File: config.mk
export PLATFORM = sky130hd
export DESIGN_NAME = mips_multicycle_ctrl
export DESIGN_NICKNAME = d
export VERILOG_FILES = /design/src/rtl/mips_multicycle_ctrl.sv
export SDC_FILE = /design/constraint.sdc
export NUM_CORES = 1
export LEC_CHECK = 0
export BUFFER_PORTS_ARGS = -buffer_cell sky130_fd_sc_hd__buf_2
export CAP_MARGIN = 20
export CORE_UTILIZATION = 33
export CTS_BUF_LIST = sky130_fd_sc_hd__clkbuf_2
export DETAILED_ROUTE_END_ITERATION = 10
export GPL_ROUTABILITY_DRIVEN = 0
export GPL_TIMING_DRIVEN = 1
export PLACE_DENSITY = 0.65
export SLEW_MARGIN = 10
export SYNTH_ARGS = -nofsm -noshare
export SYNTH_HDL_FRONTEND = slang
export SYNTH_SLANG_ARGS = --single-unit
File: constraint.sdc
create_clock -name clk -period 1.2 [get_ports clk]
set_input_delay 0.06 -clock clk [delete_from_list [all_inputs] [get_ports clk]]
set_output_delay 0.06 -clock clk [all_outputs]
set_load 0.005 [all_outputs]
File: src/rtl/mips_multicycle_ctrl.sv
// mips_multicycle_ctrl: multicycle MIPS control FSM; `MIPS_CTRL_LOGICAL_IMM_EN adds andi/ori
module mips_multicycle_ctrl (
  input  logic       clk,
  input  logic       rst_n,
  input  logic [5:0] opcode,
  input  logic       zero,
  input  logic       mem_ready,
  output logic       pc_write,
  output logic       ir_write,
  output logic       mem_read,
  output logic       mem_write,
  output logic       iord,
  output logic       reg_write,
  output logic       reg_dst,
  output logic       mem_to_reg,
  output logic       alu_src_a,
  output logic [1:0] alu_src_b,
  output logic [1:0] alu_op,
  output logic [1:0] pc_src,
  output logic       ext_signed,
  output logic       illegal,
  output logic [3:0] state
);
  localparam logic [3:0] S_FETCH = 4'd0, S_DECODE = 4'd1, S_MEMADR = 4'd2, S_MEMRD = 4'd3,
                         S_MEMWB = 4'd4, S_MEMWR = 4'd5, S_RTEXEC = 4'd6, S_ALUWB = 4'd7,
                         S_BEQ = 4'd8, S_IEXEC = 4'd9, S_IWB = 4'd10, S_JUMP = 4'd11,
                         S_ILLEGAL = 4'd15;
  localparam logic [5:0] OP_R = 6'b000000, OP_J = 6'b000010, OP_BEQ = 6'b000100,
                         OP_ADDI = 6'b001000, OP_SLTI = 6'b001010, OP_ANDI = 6'b001100,
                         OP_ORI = 6'b001101, OP_LW = 6'b100011, OP_SW = 6'b101011;
  logic [5:0] op_q;
  logic [3:0] nxt, dec;
  logic       imm_ok, logic_imm;
  logic       pcw, irw, mr, mw, rw;
`ifdef MIPS_CTRL_LOGICAL_IMM_EN
  assign imm_ok    = opcode == OP_ADDI || opcode == OP_SLTI || opcode == OP_ANDI || opcode == OP_ORI;
  assign logic_imm = op_q == OP_ANDI || op_q == OP_ORI;
`else
  assign imm_ok    = opcode == OP_ADDI || opcode == OP_SLTI;
  assign logic_imm = 1'b0;
`endif
  assign dec = (opcode == OP_LW || opcode == OP_SW) ? S_MEMADR :
               opcode == OP_R   ? S_RTEXEC :
               opcode == OP_BEQ ? S_BEQ :
               opcode == OP_J   ? S_JUMP :
               imm_ok           ? S_IEXEC : S_ILLEGAL;
  // state register; opcode is captured once, in DECODE
  always_ff @(posedge clk or negedge rst_n)
    if (!rst_n) begin
      state <= S_FETCH;
      op_q  <= '0;
    end else begin
      state <= nxt;
      if (state == S_DECODE) op_q <= opcode;
    end
  // next-state selection; memory states wait on mem_ready
  always_comb begin
    nxt = S_FETCH;
    case (state)
      S_FETCH:  nxt = mem_ready ? S_DECODE : S_FETCH;
      S_DECODE: nxt = dec;
      S_MEMADR: nxt = op_q == OP_SW ? S_MEMWR : S_MEMRD;
      S_MEMRD:  nxt = mem_ready ? S_MEMWB : S_MEMRD;
      S_MEMWR:  nxt = mem_ready ? S_FETCH : S_MEMWR;
      S_RTEXEC: nxt = S_ALUWB;
      S_IEXEC:  nxt = S_IWB;
      default:  nxt = S_FETCH;
    endcase
  end
  // Moore output decode; only FETCH and BEQ look at inputs
  always_comb begin
    pcw        = 1'b0;
    irw        = 1'b0;
    mr         = 1'b0;
    mw         = 1'b0;
    rw         = 1'b0;
    iord       = 1'b0;
    reg_dst    = 1'b0;
    mem_to_reg = 1'b0;
    alu_src_a  = 1'b0;
    alu_src_b  = 2'b00;
    alu_op     = 2'b00;
    pc_src     = 2'b00;
    ext_signed = 1'b1;
    illegal    = 1'b0;
    case (state)
      S_FETCH:   begin mr = 1'b1; alu_src_b = 2'b01; irw = mem_ready; pcw = mem_ready; end
      S_DECODE:  alu_src_b = 2'b11;
      S_MEMADR:  begin alu_src_a = 1'b1; alu_src_b = 2'b10; end
      S_MEMRD:   begin mr = 1'b1; iord = 1'b1; end
      S_MEMWB:   begin rw = 1'b1; mem_to_reg = 1'b1; end
      S_MEMWR:   begin mw = 1'b1; iord = 1'b1; end
      S_RTEXEC:  begin alu_src_a = 1'b1; alu_op = 2'b10; end
      S_ALUWB:   begin rw = 1'b1; reg_dst = 1'b1; end
      S_BEQ:     begin alu_src_a = 1'b1; alu_op = 2'b01; pc_src = 2'b01; pcw = zero; end
      S_IEXEC:   begin
        alu_src_a  = 1'b1;
        alu_src_b  = 2'b10;
        alu_op     = op_q == OP_ADDI ? 2'b00 : 2'b11;
        ext_signed = !logic_imm;
      end
      S_IWB:     begin rw = 1'b1; ext_signed = !logic_imm; end
      S_JUMP:    begin pc_src = 2'b10; pcw = 1'b1; end
      S_ILLEGAL: illegal = 1'b1;
      default:   ;
    endcase
  end
  assign pc_write  = pcw & rst_n;
  assign ir_write  = irw & rst_n;
  assign mem_read  = mr & rst_n;
  assign mem_write = mw & rst_n;
  assign reg_write = rw & rst_n;
endmodule

==> impl_metrics.csv, run 1 <==
group,metric,value,unit
power_and_ir_drop,ir_worst_vdd,0.00144,V
clocking,clkSinkCount,10,
synthesis,async_flop_share,100,%
global_routing,overflow,0,
critical_path,crit_required,1.14,ns
floorplanning,die_area,2510,um2
synthesis,syn_inst,88,
critical_path,worstPathCellList,"buf_6 -> nand2_4 -> a21boi_2 -> mux2i_1 -> and3_1 -> buf_2",
timing,fin_tns_setup,-4.84,ns
global_routing,track_usage,20.9,%
global_routing,antenna_found_initial,0,
clocking,h-tree-depth,1,
timing,finClkSkew,0.00690,ns
synthesis,synth.top_cell.area_share,32.8,%
synthesis,ys_types,36,
layout,ff_latch_area,253,um2
floorplanning,std_cell_rows,17,
synthesis,yosysSeqAreaShare,32.8,%
synthesis,yosys-top-cells-area,"dfrtp_1, mux2_2, nor2_1, nand2b_1, mux2i_1",
global_routing,grt_pass1_wl,3960,um
timing,hold_viol_final,0,
critical_path,critical_path_class,"flip-flop to output pin",
detailed_routing,drt_iter0_markers,16,
layout,final_cells,180,
timing,slew_viol_final,0,
clocking,numCtsBuffers,3,
synthesis,synth_area_leader_cell,"dfrtp_1",
clocking,clkSlewWorstSetupHoldPaths,0.10,ns
clocking,clock_path_buffers,2,
layout,multi_input_area,614,um2
critical_path,cp-end-kind,"output pin",
placement,place_hpwl,1560,um
global_routing,grt_max_degree,12,
clocking,root_buffer,"clkbuf_2",
run,timing.max_cap.violations,0,
detailed_routing,num_vias,920,
synthesis,synth_enable_flop_cells,0,
detailed_routing,wl_per_cell,14.5,um
detailed_routing,drc_errors,0,
timing,fin_crit,1.51,ns
layout,diodes,0,
critical_path,slowest_stage,"dfrtp_2",
critical_path,crit_family,"flip-flops",
synthesis,syn_nets,98,
timing,report.final.setup_viol,26,
status,status,"complete, but fails checks",
synthesis,synth-main-ff-cell,"dfrtp_1",
min_path,min_path_type,"input port to flip-flop",
layout,drive_gt1_share,66.4,%
critical_path,crit_fanout,4,
timing,rsz0062_at_grt,"true",
layout,fillCellCount,176,
timing,post-route-period-util,125,%
critical_path,cp_data_arrival_time,1.45,ns
critical_path,critPathBufInv,2,
layout,area_growth,87.2,%
critical_path,cpPeakStageDelay,0.45,ns
detailed_routing,routed_wirelength,2610,um
synthesis,synth_area,762,um2
placement,place_inst,158,
clocking,cts_tree,"yes",
global_routing,grt_pass1_vias,874,
detailed_routing,dr.pass1.iters,6,
critical_path,cp-start-kind,"flip-flop",
power_and_ir_drop,powerDensity,2690,nW/um2
placement,io_buffers,29,
power_and_ir_drop,power,3830,uW
status,violations,"setup timing",
synthesis,yosysWarnings,0,
floorplanning,num_io_pins,31,
power_and_ir_drop,p_leak,0.000697,uW
synthesis,syn_area_per_cell,8.66,um2
placement,dpl_worst_slack,-0.0864,ns
synthesis,ys_seq_elements,10,
layout,nets,163,
detailed_routing,viasPerCell,5.11,
floorplanning,die_h,50.1,um
floorplanning,core,2190,um2
floorplanning,chipWidth,50.1,um
clocking,clock_latency,0.25,ns
detailed_routing,ant_nets,0,
floorplanning,start_util,34.8,%
timing,fmax,0.664,GHz
timing,layout_setup_ws,-0.306,ns
Yosys cell counts, types with 2 or more instances:
library cell   n
buf_2          2
nor3_1         5
mux2_2         6
nand2b_1       5
and3_1         2
nand3_1        2
nor2_1        11
mux2i_1        3
dfrtp_1       10
a21oi_1        2
buf_4          3
o21ai_0        4
nor3b_1        2
nand2_1        7
o22ai_1        3
cells by family after synthesis:
logic type | synth area share (%)
xor+xnor | 2.30
other cells | 0.492
compound gates | 15.4
mux | 12.8
buf+inv | 4.76
simple gates | 31.4
flops | 32.8
final timing paths:
path,start,to,slack (ns),cells past startpoint
setup reg to reg,state[0],op_q[5],-0.21,6
setup / recovery,state[0],pc_write,-0.31,6
hold reg to reg,op_q[3],op_q[3],0.55,1
max in group asynchronous,rst_n,state[2],0.70,3
min in group asynchronous,rst_n,state[3],0.34,3
hold / removal,opcode[4],op_q[4],0.06,2
area by class of cell:
class / count / share of cell area, %
inverters: 1 / 0.263
flip-flops and latches: 10 / 17.7
repair buffers: 65 / 35.2
well taps: 28 / 2.46
multi-input cells: 72 / 43.1
clock inverters: 1 / 0.263
clock buffers: 3 / 1.05
per-layer routing:
metal  vias to the layer above  GRT usage [%]  share of wire, %
met4                         0           9.52               1.5
met1                       423           23.7                42
li1                        447              -                 -
met3                         5           1.54               4.8
met5                         -              0                 0
met2                        45           38.9                52
what timing repair did:
item	CTS	global route
pin swaps	13	12
hold buffers	1	0
setup endpoints to repair	27	28
setup buffers	10	9
cloned	0	1
gates resized for setup	39	25
hold endpoints to repair	10	0
flip-flops by register name, indices dropped and copies added (netlist names):
register and cells:
state 4, op_q 6
metrics by stage:
stage / hold WS [ns] / instance area [um2] / util (%)
after detailed placement: 0.0698 / 1040 / 47.7
after floorplan: -0.236 / 766 / -
final: 0.0585 / 1430 / 65.1
after global routing: 0.0481 / 1430 / 65.1
after global placement: 0.0760 / 1040 / 47.7
after CTS: 0.0367 / 1290 / 58.9
power by group:
part | internal (uW) | leakage (uW) | switching (uW)
registers | 513 | 0.000119 | 159
clock network | 72.4 | 0.0000140 | 113
logic | 1730 | 0.000564 | 1240
placed cells by master (no fill, tap or decap), types with 3 or more instances in the layout:
cell type,Yosys,final
nand2_1,7,3
nor2_1,11,5
nor2_2,0,5
buf_6,0,21
clkbuf_2,0,3
mux2i_1,3,3
mux2_4,0,6
o21ai_1,1,3
nand2b_1,5,3
dfrtp_1,10,8
nand2b_4,1,3
buf_4,3,16
buf_2,2,27
nor3_1,5,3
(Power assumes the default switching activity.)
==> run 2, diff against run 1 <==
- CTS_CLUSTER_DIAMETER: unset -> 100
- RECOVER_POWER: unset -> 25
- SETUP_SLACK_MARGIN: unset -> 0.4
==> impl_metrics.csv, run 2 (same netlist as run 1, synthesis figures left out) <==
group,metric,value,unit
status,status,"complete, but fails checks",
status,violations,"setup timing",
critical_path,crit_fanout,4,
detailed_routing,ant_nets,0,
global_routing,grt_pass1_wl,4420,um
clocking,clkSlewWorstSetupHoldPaths,0.09,ns
clocking,clkSinkCount,10,
global_routing,track_usage,24.3,%
layout,ff_latch_area,253,um2
clocking,clock_path_buffers,2,
detailed_routing,routed_wirelength,3160,um
critical_path,cpPeakStageDelay,0.43,ns
floorplanning,core,2190,um2
detailed_routing,drt_iter0_markers,10,
global_routing,grt_pass1_vias,973,
floorplanning,num_io_pins,31,
detailed_routing,viasPerCell,5.21,
run,timing.max_cap.violations,0,
floorplanning,die_area,2510,um2
detailed_routing,dr.pass1.iters,4,
critical_path,slowest_stage,"dfrtp_1",
global_routing,gr-usage-met3,3.70,%
layout,largest_reg_flops,6,
layout,final_cell_mix,"buf_6, buf_2, buf_4",
critical_path,critical_path_class,"flip-flop to output pin",
global_routing,antenna_found_initial,0,
layout,diodes,0,
global_routing,use_met1,24.8,%
global_routing,grt_max_degree,11,
layout,fillCellCount,164,
critical_path,timing.rr.end,"state[2]",
critical_path,cp_data_arrival_time,1.50,ns
detailed_routing,drc_errors,0,
critical_path,r2r_slack,-0.26,ns
power_and_ir_drop,powerDensity,2730,nW/um2
clocking,clock_latency,0.25,ns
timing,rsz0062_at_grt,"true",
timing,worst_pin_slew,0.553,ns
floorplanning,start_util,34.8,%
timing,fin_crit,1.56,ns
global_routing,busiest_layer,"met2",
layout,final_cell_area,1680,um2
timing,finClkSkew,0.00332,ns
clocking,root_buffer,"clkbuf_2",
clocking,h-tree-depth,1,
min_path,holdPathEnd,"op_q[0]",
layout,area_growth,121,%
layout,multi_input_area,668,um2
clocking,numCtsBuffers,3,
timing,post-route-period-util,130,%
placement,place_hpwl,1720,um
detailed_routing,wl_per_cell,16.2,um
global_routing,gr-usage-met2,48.7,%
timing,report.final.setup_viol,27,
critical_path,cp-start-kind,"flip-flop",
min_path,whs_path_depth,2,
min_path,hold_path_startpoint,"opcode[0]",
min_path,min_path_type,"input port to flip-flop",
critical_path,reg2regPathDepth,5,
timing,layout_setup_ws,-0.360,ns
placement,dpl_worst_slack,-0.201,ns
clocking,cts_tree,"yes",
timing,slew_headroom,63.1,%
global_routing,overflow,0,
floorplanning,std_cell_rows,17,
critical_path,crit_required,1.14,ns
floorplanning,die_h,50.1,um
timing,hold_viol_final,0,
layout,largest_register,"op_q",
layout,nets,178,
critical_path,regToRegStartpoint,"op_q[4]",
power_and_ir_drop,ir_worst_vdd,0.00172,V
layout,top_regs,"op_q (6), state (4)",
critical_path,worstPathCellList,"buf_6 -> buf_6 -> and2b_1 -> and3_1 -> buf_2",
floorplanning,chipWidth,50.1,um
critical_path,cp-end-kind,"output pin",
critical_path,cp_common_cell,"buf_6",
layout,finalCoreUtilization,76.9,%
detailed_routing,num_vias,1016,
layout,drive_gt1_share,73.7,%
timing,slew_viol_final,0,
power_and_ir_drop,power,4600,uW
timing,fmax,0.641,GHz
placement,dpl_cell_area,1150,um2
layout,layout_commonest_cell,"buf_6",
power_and_ir_drop,p_leak,0.000807,uW
placement,io_buffers,29,
[run 2: layout make-up]
type | count | area share, %
Tap cell | 28 | 2.08
Timing Repair Buffer | 80 | 41.2
Sequential cell | 10 | 15.0
Clock buffer | 3 | 0.892
Multi-Input combinational cell | 72 | 39.7
Inverter | 1 | 0.966
Clock inverter | 1 | 0.223
[run 2: per-stage QoR]
stage	instances	hold slack (ns)	TNS, ns
floorplan	88	-0.236	-0.793
global placement	164	0.0669	-1.12
detailed placement	164	0.0637	-1.45
CTS	186	0.0676	-5.68
global route	195	0.0530	-8.01
finish	195	0.0666	-6.24
[run 2: repair_timing]
item | in CTS | in global routing
setup buffers | 17 | 9
hold buffers | 1 | 0
pin swaps | 11 | 11
setup endpoints to repair | 30 | 30
gates resized for setup | 44 | 30
hold endpoints to repair | 10 | 0
[run 2: worst max-delay path: cells and delay by family, from the launching register on]
kind	cells	cell delay, ns
flops	1	0.43
simple gates	2	0.43
buf+inv	3	0.38
[run 2: metal layers]
layer  share of wire [%]  vias up
li1                    -      475
met1                  38      494
met2                  56       40
met3                 4.3        7
met4                 1.5        0
met5                   0        -
[run 2: worst max-delay path by stage]
stage                  start           end  slack [ns]
CTS                 state[0]  alu_src_b[1]       -0.30
floorplan           state[1]       op_q[0]       -0.13
detailed placement   op_q[2]      state[2]       -0.20
global placement     op_q[2]      state[2]       -0.19
global route        state[0]      pc_write       -0.45
finish              state[1]     mem_write       -0.36
[run 2: where the power goes]
part | total, uW | switching (uW) | leakage [uW] | internal, uW
clock network | 184 | 111 | 0.0000140 | 72.4
logic | 3740 | 1500 | 0.000674 | 2240
registers | 676 | 163 | 0.000119 | 513
total | 4600 | 1780 | 0.000807 | 2830
